File: src/rtl/axis_fifo_if.sv
// AXI-Stream bundle carrying tdata/tkeep/tlast/tuser/tid/tdest with valid/ready.
// The producer side uses the master modport; the consumer side uses the slave modport.
interface axis_fifo_if #(
    parameter int DATA_WIDTH = 32,
    parameter int KEEP_WIDTH = DATA_WIDTH / 8,
    parameter int USER_WIDTH = 1,
    parameter int ID_WIDTH   = 1,
    parameter int DEST_WIDTH = 1
);
    logic [DATA_WIDTH-1:0] tdata;
    logic [KEEP_WIDTH-1:0] tkeep;
    logic                  tlast;
    logic [USER_WIDTH-1:0] tuser;
    logic [ID_WIDTH-1:0]   tid;
    logic [DEST_WIDTH-1:0] tdest;
    logic                  tvalid;
    logic                  tready;

    modport master (output tdata, tkeep, tlast, tuser, tid, tdest, tvalid, input tready);
    modport slave  (input tdata, tkeep, tlast, tuser, tid, tdest, tvalid, output tready);
endinterface

File: src/rtl/axis_fifo.sv
// AXIS FIFO with output register, optional store-and-forward and oversize-frame drop.
// First beat visible two edges after its write (or its frame's tlast); tready = !full, forced high while sinking a dropped frame.
module axis_fifo #(
    parameter int DATA_WIDTH    = 32,
    parameter int KEEP_WIDTH    = DATA_WIDTH / 8,
    parameter int USER_WIDTH    = 1,
    parameter int ID_WIDTH      = 1,
    parameter int DEST_WIDTH    = 1,
    parameter int DEPTH         = 16,
    parameter int FRAME_FIFO    = 0,
    parameter int DROP_OVERSIZE = 0
) (
    input  logic                   clk,
    input  logic                   rst,
    axis_fifo_if.slave             s_axis,
    axis_fifo_if.master            m_axis,
    output logic [$clog2(DEPTH):0] occupancy,
    output logic                   overflow,
    output logic                   frame_dropped
);
    localparam int AW      = $clog2(DEPTH);
    localparam int PW      = AW + 1;
    localparam bit FRAME_EN = (FRAME_FIFO != 0);
    localparam bit DROP_EN  = (FRAME_FIFO != 0) && (DROP_OVERSIZE != 0);

    typedef struct packed {
        logic [DATA_WIDTH-1:0] data;
        logic [KEEP_WIDTH-1:0] keep;
        logic                  last;
        logic [USER_WIDTH-1:0] user;
        logic [ID_WIDTH-1:0]   id;
        logic [DEST_WIDTH-1:0] dest;
    } beat_t;

    typedef enum logic {ST_IDLE, ST_DROP} wr_state_e;

    beat_t     mem_q [DEPTH];
    beat_t     in_beat;
    beat_t     out_q, out_d;
    wr_state_e state_q, state_d;
    logic [AW:0] wr_q, wr_d, rd_q, rd_d, cm_q, cm_d;
    logic [AW:0] occ, unc;
    logic      out_vld_q, out_vld_d;
    logic      ovf_q, ovf_d, fdrop_q, fdrop_d;
    logic      full, oversize, s_rdy, s_acc, mem_we, readable, ld;

    always_comb begin
        in_beat = '{data: s_axis.tdata, keep: s_axis.tkeep, last: s_axis.tlast,
                    user: s_axis.tuser, id: s_axis.tid, dest: s_axis.tdest};
    end

    // Write side: the occupancy seen by the producer includes the output register.
    always_comb begin
        occ      = (wr_q - rd_q) + PW'(out_vld_q);
        unc      = wr_q - cm_q;
        full     = (occ == PW'(DEPTH));
        oversize = DROP_EN && (state_q == ST_IDLE) && full && (unc == PW'(DEPTH));
        s_rdy    = rst && ((state_q == ST_DROP) || oversize || !full);
        s_acc    = s_axis.tvalid && s_rdy;

        wr_d     = wr_q;
        cm_d     = cm_q;
        state_d  = state_q;
        ovf_d    = 1'b0;
        fdrop_d  = 1'b0;
        mem_we   = 1'b0;

        case (state_q)
            ST_IDLE: begin
                if (s_acc) begin
                    if (oversize) begin
                        // Frame can never fit: rewind to the last committed frame and sink the rest.
                        wr_d  = cm_q;
                        ovf_d = 1'b1;
                        if (s_axis.tlast) begin
                            fdrop_d = 1'b1;
                        end else begin
                            state_d = ST_DROP;
                        end
                    end else begin
                        mem_we = 1'b1;
                        wr_d   = wr_q + PW'(1);
                        if (s_axis.tlast) begin
                            cm_d = wr_q + PW'(1);
                        end
                    end
                end
            end
            ST_DROP: begin
                if (s_acc) begin
                    ovf_d = 1'b1;
                    if (s_axis.tlast) begin
                        fdrop_d = 1'b1;
                        state_d = ST_IDLE;
                    end
                end
            end
            default: state_d = ST_IDLE;
        endcase

        if (!FRAME_EN) begin
            cm_d = wr_d;
        end
    end

    // Read side: the output register refills whenever it is empty or being drained.
    always_comb begin
        readable  = (cm_q != rd_q);
        ld        = readable && (!out_vld_q || m_axis.tready);
        rd_d      = rd_q + PW'(ld);
        out_vld_d = ld || (out_vld_q && !m_axis.tready);
        out_d     = ld ? mem_q[rd_q[AW-1:0]] : out_q;
    end

    always_ff @(posedge clk) begin
        if (mem_we) begin
            mem_q[wr_q[AW-1:0]] <= in_beat;
        end
    end

    always_ff @(posedge clk) begin
        if (!rst) begin
            state_q   <= ST_IDLE;
            wr_q      <= '0;
            rd_q      <= '0;
            cm_q      <= '0;
            out_vld_q <= 1'b0;
            out_q     <= '0;
            ovf_q     <= 1'b0;
            fdrop_q   <= 1'b0;
        end else begin
            state_q   <= state_d;
            wr_q      <= wr_d;
            rd_q      <= rd_d;
            cm_q      <= cm_d;
            out_vld_q <= out_vld_d;
            out_q     <= out_d;
            ovf_q     <= ovf_d;
            fdrop_q   <= fdrop_d;
        end
    end

    assign s_axis.tready = s_rdy;
    assign m_axis.tvalid = out_vld_q;
    assign m_axis.tdata  = out_q.data;
    assign m_axis.tkeep  = out_q.keep;
    assign m_axis.tlast  = out_q.last;
    assign m_axis.tuser  = out_q.user;
    assign m_axis.tid    = out_q.id;
    assign m_axis.tdest  = out_q.dest;
    assign occupancy     = occ;
    assign overflow      = ovf_q;
    assign frame_dropped = fdrop_q;
endmodule

File: src/flat_wrapper.sv
// flat-port wrapper written by rule: the top's interface ports become plain ports
module axis_fifo_flat 
#(
    parameter int DATA_WIDTH    = 32,
    parameter int KEEP_WIDTH    = DATA_WIDTH / 8,
    parameter int USER_WIDTH    = 1,
    parameter int ID_WIDTH      = 1,
    parameter int DEST_WIDTH    = 1,
    parameter int DEPTH         = 16,
    parameter int FRAME_FIFO    = 0,
    parameter int DROP_OVERSIZE = 0
)
  (clk, rst, occupancy, overflow, frame_dropped, s_axis_tdata, s_axis_tkeep, s_axis_tlast, s_axis_tuser, s_axis_tid, s_axis_tdest, s_axis_tvalid, s_axis_tready, m_axis_tdata, m_axis_tkeep, m_axis_tlast, m_axis_tuser, m_axis_tid, m_axis_tdest, m_axis_tvalid, m_axis_tready);
  axis_fifo_if #(.DATA_WIDTH(DATA_WIDTH), .KEEP_WIDTH(KEEP_WIDTH), .USER_WIDTH(USER_WIDTH), .ID_WIDTH(ID_WIDTH), .DEST_WIDTH(DEST_WIDTH)) s_axis_i ();
  axis_fifo_if #(.DATA_WIDTH(DATA_WIDTH), .KEEP_WIDTH(KEEP_WIDTH), .USER_WIDTH(USER_WIDTH), .ID_WIDTH(ID_WIDTH), .DEST_WIDTH(DEST_WIDTH)) m_axis_i ();
  input  logic clk;
  input  logic rst;
  output logic [$clog2(DEPTH):0] occupancy;
  output logic overflow;
  output logic frame_dropped;
  input wire logic [$bits(s_axis_i.tdata)-1:0] s_axis_tdata;
  input wire logic [$bits(s_axis_i.tkeep)-1:0] s_axis_tkeep;
  input wire logic [$bits(s_axis_i.tlast)-1:0] s_axis_tlast;
  input wire logic [$bits(s_axis_i.tuser)-1:0] s_axis_tuser;
  input wire logic [$bits(s_axis_i.tid)-1:0] s_axis_tid;
  input wire logic [$bits(s_axis_i.tdest)-1:0] s_axis_tdest;
  input wire logic [$bits(s_axis_i.tvalid)-1:0] s_axis_tvalid;
  output wire logic [$bits(s_axis_i.tready)-1:0] s_axis_tready;
  output wire logic [$bits(m_axis_i.tdata)-1:0] m_axis_tdata;
  output wire logic [$bits(m_axis_i.tkeep)-1:0] m_axis_tkeep;
  output wire logic [$bits(m_axis_i.tlast)-1:0] m_axis_tlast;
  output wire logic [$bits(m_axis_i.tuser)-1:0] m_axis_tuser;
  output wire logic [$bits(m_axis_i.tid)-1:0] m_axis_tid;
  output wire logic [$bits(m_axis_i.tdest)-1:0] m_axis_tdest;
  output wire logic [$bits(m_axis_i.tvalid)-1:0] m_axis_tvalid;
  input wire logic [$bits(m_axis_i.tready)-1:0] m_axis_tready;
  assign s_axis_i.tdata = s_axis_tdata;
  assign s_axis_i.tkeep = s_axis_tkeep;
  assign s_axis_i.tlast = s_axis_tlast;
  assign s_axis_i.tuser = s_axis_tuser;
  assign s_axis_i.tid = s_axis_tid;
  assign s_axis_i.tdest = s_axis_tdest;
  assign s_axis_i.tvalid = s_axis_tvalid;
  assign s_axis_tready = s_axis_i.tready;
  assign m_axis_tdata = m_axis_i.tdata;
  assign m_axis_tkeep = m_axis_i.tkeep;
  assign m_axis_tlast = m_axis_i.tlast;
  assign m_axis_tuser = m_axis_i.tuser;
  assign m_axis_tid = m_axis_i.tid;
  assign m_axis_tdest = m_axis_i.tdest;
  assign m_axis_tvalid = m_axis_i.tvalid;
  assign m_axis_i.tready = m_axis_tready;
  axis_fifo #(.DATA_WIDTH(DATA_WIDTH), .KEEP_WIDTH(KEEP_WIDTH), .USER_WIDTH(USER_WIDTH), .ID_WIDTH(ID_WIDTH), .DEST_WIDTH(DEST_WIDTH), .DEPTH(DEPTH), .FRAME_FIFO(FRAME_FIFO), .DROP_OVERSIZE(DROP_OVERSIZE)) u_core (.clk(clk), .rst(rst), .s_axis(s_axis_i), .m_axis(m_axis_i), .occupancy(occupancy), .overflow(overflow), .frame_dropped(frame_dropped));
endmodule
File: config.mk
export PLATFORM = sky130hd
export DESIGN_NAME = axis_fifo_flat
export DESIGN_NICKNAME = d
export VERILOG_FILES = /design/src/rtl/axis_fifo_if.sv /design/src/rtl/axis_fifo.sv /design/src/flat_wrapper.sv
export SDC_FILE = /design/constraint.sdc
export NUM_CORES = 1
export LEC_CHECK = 0
export ABC_CLOCK_PERIOD_IN_PS = 10300
export BUFFER_PORTS_ARGS = -buffer_cell sky130_fd_sc_hd__buf_2
export CAP_MARGIN = 20
export CORE_MARGIN = 5
export CORE_UTILIZATION = 50
export CTS_CLUSTER_SIZE = 20
export DETAILED_ROUTE_END_ITERATION = 7
export GPL_TIMING_DRIVEN = 0
export PLACE_DENSITY = 0.67
export SLEW_MARGIN = 30
export SYNTH_ARGS = -nofsm -noshare
export SYNTH_HDL_FRONTEND = slang
export SYNTH_SLANG_ARGS = --single-unit
File: constraint.sdc
create_clock -name clk -period 10.3 [get_ports clk]
set_input_delay 1.03 -clock clk [delete_from_list [all_inputs] [get_ports clk]]
set_output_delay 1.03 -clock clk [all_outputs]
set_load 0.02 [all_outputs]
After elaboration in Yosys (flattened, before gate mapping)
Memories as Yosys holds them, arrays and structs flattened. A register that Yosys moved wholly into a read port is not among the register bits. Index checks and enable logic that the tools add are counted.

Bitwise operators: 1. Eq/ne operators: 2. Add/subtract/negate cells: 4. Mux-type cells: 7. Reductions and logical operators: 14.

Operator list (number): 5-bit by 1-bit adder with 5-bit output (2); 1-bit two-way mux (7); 5-bit by 1-bit adder with 5-bit output, second input constant (1); 5-bit == test, second input constant (1); 5-bit != test (1); 5-bit subtractor (1); 1-bit logical AND (4); 1-bit logical NOT (4); 2-bit AND reduction (2); 1-bit logical OR (3); 3-bit AND reduction (1); 1-bit inverter (1).

Register bits after elaboration: 14. Logic and storage cells: 35. Memories kept: 1. Output and inout bits: 49. Memory bits (writable): 640.

Memory list: u_core.mem_q (depth 16, bits a word 40, read ports 1, clocked after memory_dff 1, wr ports 1, RTL line axis_fifo.sv:37) `beat_t mem_q [DEPTH];`.

Longest topological paths before layout
Word-level depth: 11. Gate-level depth with buffers: 13.

Least setup slack after synthesis
Ideal clock, no wire load.

Path type: reg-to-reg. From: register u_core.rd_q[1]. To: memory u_core.mem_q[3][0] (netlist name) (enable). Path slack: 4.153 ns. Clock period less this slack: 6.147 ns. Path buffers: 3. Cell stages (with the launch flop): 13. Required time: 9.813 ns. Arrival: 5.660 ns. Cell sequence: dfxtp_1 > buf_2 > buf_2 > buf_2 > inv_1 > ha_1 > inv_1 > fa_1 > xnor2_1 > and4b_1 > mux2_2 > a21bo_2 > nor3_1.

Cells in the longest elaborated chain, start to end: 11.

RTL lines: from (decl) (RTL line axis_fifo.sv:41) `logic [AW:0] wr_q, wr_d, rd_q, rd_d, cm_q, cm_d;`; from (signal assigned) (RTL line axis_fifo.sv:134) `rd_q <= rd_d;`; 5-bit subtractor (RTL line axis_fifo.sv:54) `occ = (wr_q - rd_q) + PW'(out_vld_q);`; 5-bit by 1-bit adder with 5-bit output (RTL line axis_fifo.sv:54); via occupancy[2] (RTL line flat_wrapper.sv:18) `output logic [$clog2(DEPTH):0] occupancy;`; 5-bit == test (RTL line axis_fifo.sv:56) `full = (occ == PW'(DEPTH));`; 1-bit logical NOT (RTL line axis_fifo.sv:58) `s_rdy = rst && ((state_q == ST_DROP) || oversize || !full);`; 1-bit logical OR (RTL line axis_fifo.sv:58); 1-bit logical AND (RTL line axis_fifo.sv:58); 1-bit logical AND (RTL line axis_fifo.sv:59) `s_acc = s_axis.tvalid && s_rdy;`; 1-bit two-way mux (RTL line axis_fifo.sv:70) `if (s_acc) begin`; 1-bit two-way mux (RTL line axis_fifo.sv:68) `case (state_q)`; 1-bit two-way mux (RTL line axis_fifo.sv:116) `if (mem_we) begin`; 1-bit two-way mux (not written as such) (RTL line axis_fifo.sv:117) `mem_q[wr_q[AW-1:0]] <= in_beat;`; to (decl) (RTL line axis_fifo.sv:37).

The timed path passes the listed nets, and every way through them passes these cells.

Worst setup path in the final report
From: register u_core.rd_q[1]. To: output port s_axis_tready.

Cells in the longest elaborated chain, start to end: 6.

RTL lines: 5-bit subtractor (RTL line axis_fifo.sv:54); 5-bit by 1-bit adder with 5-bit output (RTL line axis_fifo.sv:54); 5-bit == test (RTL line axis_fifo.sv:56); 1-bit logical NOT (RTL line axis_fifo.sv:58); 1-bit logical OR (RTL line axis_fifo.sv:58); 1-bit logical AND (RTL line axis_fifo.sv:58); to (decl) (RTL line flat_wrapper.sv:28) `output wire logic [$bits(s_axis_i.tready)-1:0] s_axis_tready;`.

No other way between the ends.

==> impl_metrics.env <==
export IMPL_final_antenna_net_count=0
export IMPL_cts_root_buf="clkbuf_16"
export IMPL_crit_chain="buf_2 > buf_2 > buf_2 > inv_1 > ha_1 > inv_1 > fa_1 > xnor2_1 > and4b_1 > mux2_2 > and2_1 > nor2b_1 > buf_2"
export IMPL_finalHoldViolCount=0
export IMPL_rr_endpoint="u_core.mem_q[3][6]"
export IMPL_cts_buffers=71
export IMPL_crit_family="buffers and inverters"
export IMPL_timing_rr_start="u_core.rd_q[1]"
export IMPL_worst_setup_path_start_kind="register"
export IMPL_cts_tree="done"
export IMPL_drive_gt1_share_pct=30.72
export IMPL_p_leak_nw=10.12
export IMPL_cts_resized=0
export IMPL_cp_max_fo=10
export IMPL_maxClockFrequency_mhz=188.5
export IMPL_antenna_cells=0
export IMPL_layout_commonest_cell="edfxtp_1"
export IMPL_die_h_um=239.4
export IMPL_finalSetupViolations=0
export IMPL_clock_sinks=694
export IMPL_worstMarginPinSlew_ps=1016
export IMPL_grt_overflow=0
export IMPL_reg2reg_slack_ps=5590
export IMPL_holdPathStages=1
export IMPL_start_util_pct=50.27
export IMPL_holdPathEnd="u_core.m_axis.tdata[27]"
export IMPL_final_cell_mix="edfxtp_1 (640), mux4_2 (160), buf_2 (111)"
export IMPL_period_share_pct=51.49
export IMPL_cts_clk_slew_worst_paths_ps=60
export IMPL_dr_first_iter_drc_count=1354
export IMPL_crit_buf_inv=6
export IMPL_fin_crit_ps=5304
export IMPL_area_growth_pct=15.87
export IMPL_ys_ff_latch=694
export IMPL_cp_common_cell="buf_2"
export IMPL_crit_slowest_cell="fa_1"
export IMPL_tns_ps=0
export IMPL_htreeDepth=3
export IMPL_power_mw=7.536
export IMPL_fin_skew_ps=18.85
export IMPL_max_stage_delay_ps=390
export IMPL_hold_buffers=0
export IMPL_grt_pass1_wl_um=87700
export IMPL_rsz0062_at_grt="false"
export IMPL_viasPerCell=5.936
export IMPL_ir_drop_mv=0.1451
export IMPL_ys_seq_area_share_pct=77.16
export IMPL_routabilityCongestion=0.7406
export IMPL_io_buffers=91
export IMPL_hp_class="register to register"
export IMPL_synth_area_mm2=0.02631
export IMPL_critPathKind="register to output pin"
export IMPL_post_cts_buffers=0
export IMPL_finalMaxSlewViolations=0
export IMPL_status="completed"
export IMPL_grtUsageTotal_pct=20.97
export IMPL_grt_pass1_vias=13190
export IMPL_p_per_area_mw_per_mm2=247.2
export IMPL_drt_wl_total_um=59160
export IMPL_dieArea_mm2=0.05731
export IMPL_clock_latency_ps=610
export IMPL_die_x_um=239.4
export IMPL_end_kind="output pin"
export IMPL_dr_pass1_iters=5
export IMPL_hp_start="u_core.m_axis.tdata[27]"
export IMPL_grt_max_degree=34
export IMPL_num_vias=12630
export IMPL_slew_headroom_pct=32.29
export IMPL_wl_per_cell_um=27.81
export IMPL_core_area_mm2=0.05234
export IMPL_drc=0
export IMPL_synth_nets=1253
export IMPL_grt_antenna_before_repair=3
export IMPL_layout_nets=1442
export IMPL_hpwl_um=35440
export IMPL_syn_area_per_cell_um2=22.03
export IMPL_core_rowCount=84
export IMPL_io_pins=93
export IMPL_ys_types=38
export IMPL_cp_required_ps=9270
export IMPL_syn_inst=1194
export IMPL_cts_max_path_buffers=3
export IMPL_yosysWarningCount=0
export IMPL_maxCapViolCount=0
export IMPL_worstRegToRegCells=15
export IMPL_arrival_ps=4270
Yosys cell counts (all sizes together):
library cell	instances	area, µm²
nand3	3	15.01
mux2	1	11.26
mux2i	45	450.4
a22oi	40	300.3
buf	33	242.7
nand2	13	48.80
nand4	1	6.260
nand2b	4	25.02
nor4b	1	8.760
a21bo	1	10.01
nor3b	1	7.510
edfxtp	640	19220
dfxtp	54	1081
nor2b	3	18.77
a22o	40	350.3
inv	13	48.79
and3	13	81.33
o21ai	40	200.2
nor3	3	15.01
fa	1	20.02
clkbuf	32	120.1
ha	14	175.2
a21o	2	15.01
mux4	160	3603
o21ba	1	10.01
a21boi	2	15.02
nor2	11	41.29
and2	7	43.79
xor2	4	35.03
a21oi	5	28.78
and4b	1	10.01
xnor2	5	51.30
final cells by class:
cell class,instances,area [µm²]
Fill cell,3818,21860
Clock buffer,92,1968
Buffer,65,366.6
Multi-Input combinational cell,422,5678
Timing Repair Buffer,116,912.1
Inverter,13,51.30
Clock inverter,37,347.8
Sequential cell,694,20300
Tap cell,688,860.8
kinds of logic (layout without fill, tap and decap cells):
kind of cell,after synthesis,after routing,share of synthesized area (%)
xor+xnor,9,9,0.3281
flops,694,694,77.16
mux,206,206,15.45
simple gates,61,61,1.222
buf+inv,78,323,1.565
fa+ha+maj,15,15,0.7419
compound gates,131,131,3.534
power by group:
group | leakage (nW) | total, mW | internal (mW) | switching, mW
sequential | 6.21 | 3.30 | 3.23 | 0.0671
combinational | 2.77 | 1.69 | 0.726 | 0.962
clock | 1.15 | 2.55 | 1.50 | 1.05
worst register-to-register path, delay by kind of cell (launching register included):
kind | cells | cell delay [ps]
xor gates and xnor gates | 1 | 340
adders and majority gates | 2 | 720
DFF | 1 | 330
AOI/OAI and AO/OA | 1 | 300
buffers and inverters | 8 | 1560
muxes | 1 | 330
and+or+nand+nor | 2 | 810
worst max path at each step:
stage                        start  cells past startpoint            endpoint  slack [ps]
finish              u_core.rd_q[1]                     13       s_axis_tready        5000
detailed placement  u_core.rd_q[1]                     15  u_core.mem_q[3][6]        5570
CTS                 u_core.rd_q[1]                     13       s_axis_tready        4930
floorplan           u_core.rd_q[1]                     12  u_core.mem_q[3][0]        4150
global route        u_core.rd_q[1]                     13       s_axis_tready        4810
global placement    u_core.rd_q[1]                     12  u_core.mem_q[3][9]         390
sequential cells by signal, summed over array words and instances (netlist names):
register / flops
u_core.overflow: 1
u_core.m_axis.tlast: 1
u_core.frame_dropped: 1
u_core.m_axis.tid: 1
u_core.m_axis.tvalid: 1
u_core.m_axis.tdata: 32
u_core.m_axis.tdest: 1
u_core.mem_q: 640
u_core.m_axis.tuser: 1
u_core.m_axis.tkeep: 4
u_core.state_q: 1
u_core.wr_q: 5
u_core.rd_q: 5
per-layer routing:
metal  track usage [%]  share of wire [%]  routed length, µm  vias up
met5                 0              0.022                 13        -
met4             6.381                2.5               1456        2
met3             4.433                7.7               4566       82
met2             33.35                 49              28900      491
met1             29.79                 41              24220     6651
li1                  -                  -                  -     5400
metrics by stage:
| step | worst slack [ps] | hold slack, ps | instance area, µm² | util, % | instances |
|---|---|---|---|---|---|
| after CTS | 4929 | 476.1 | 30480 | 58.24 | 2127 |
| final | 4996 | 468.6 | 30480 | 58.24 | 2127 |
| after global routing | 4806 | 488.0 | 30480 | 58.24 | 2127 |
| after floorplan | 4153 | 448.4 | 26310 | - | 1194 |
| after global placement | 389.9 | 459.3 | 27630 | 52.78 | 1973 |
| after detailed placement | 5566 | 458.6 | 28170 | 53.82 | 1998 |
No activity file was read; power rests on OpenSTA's default activity.
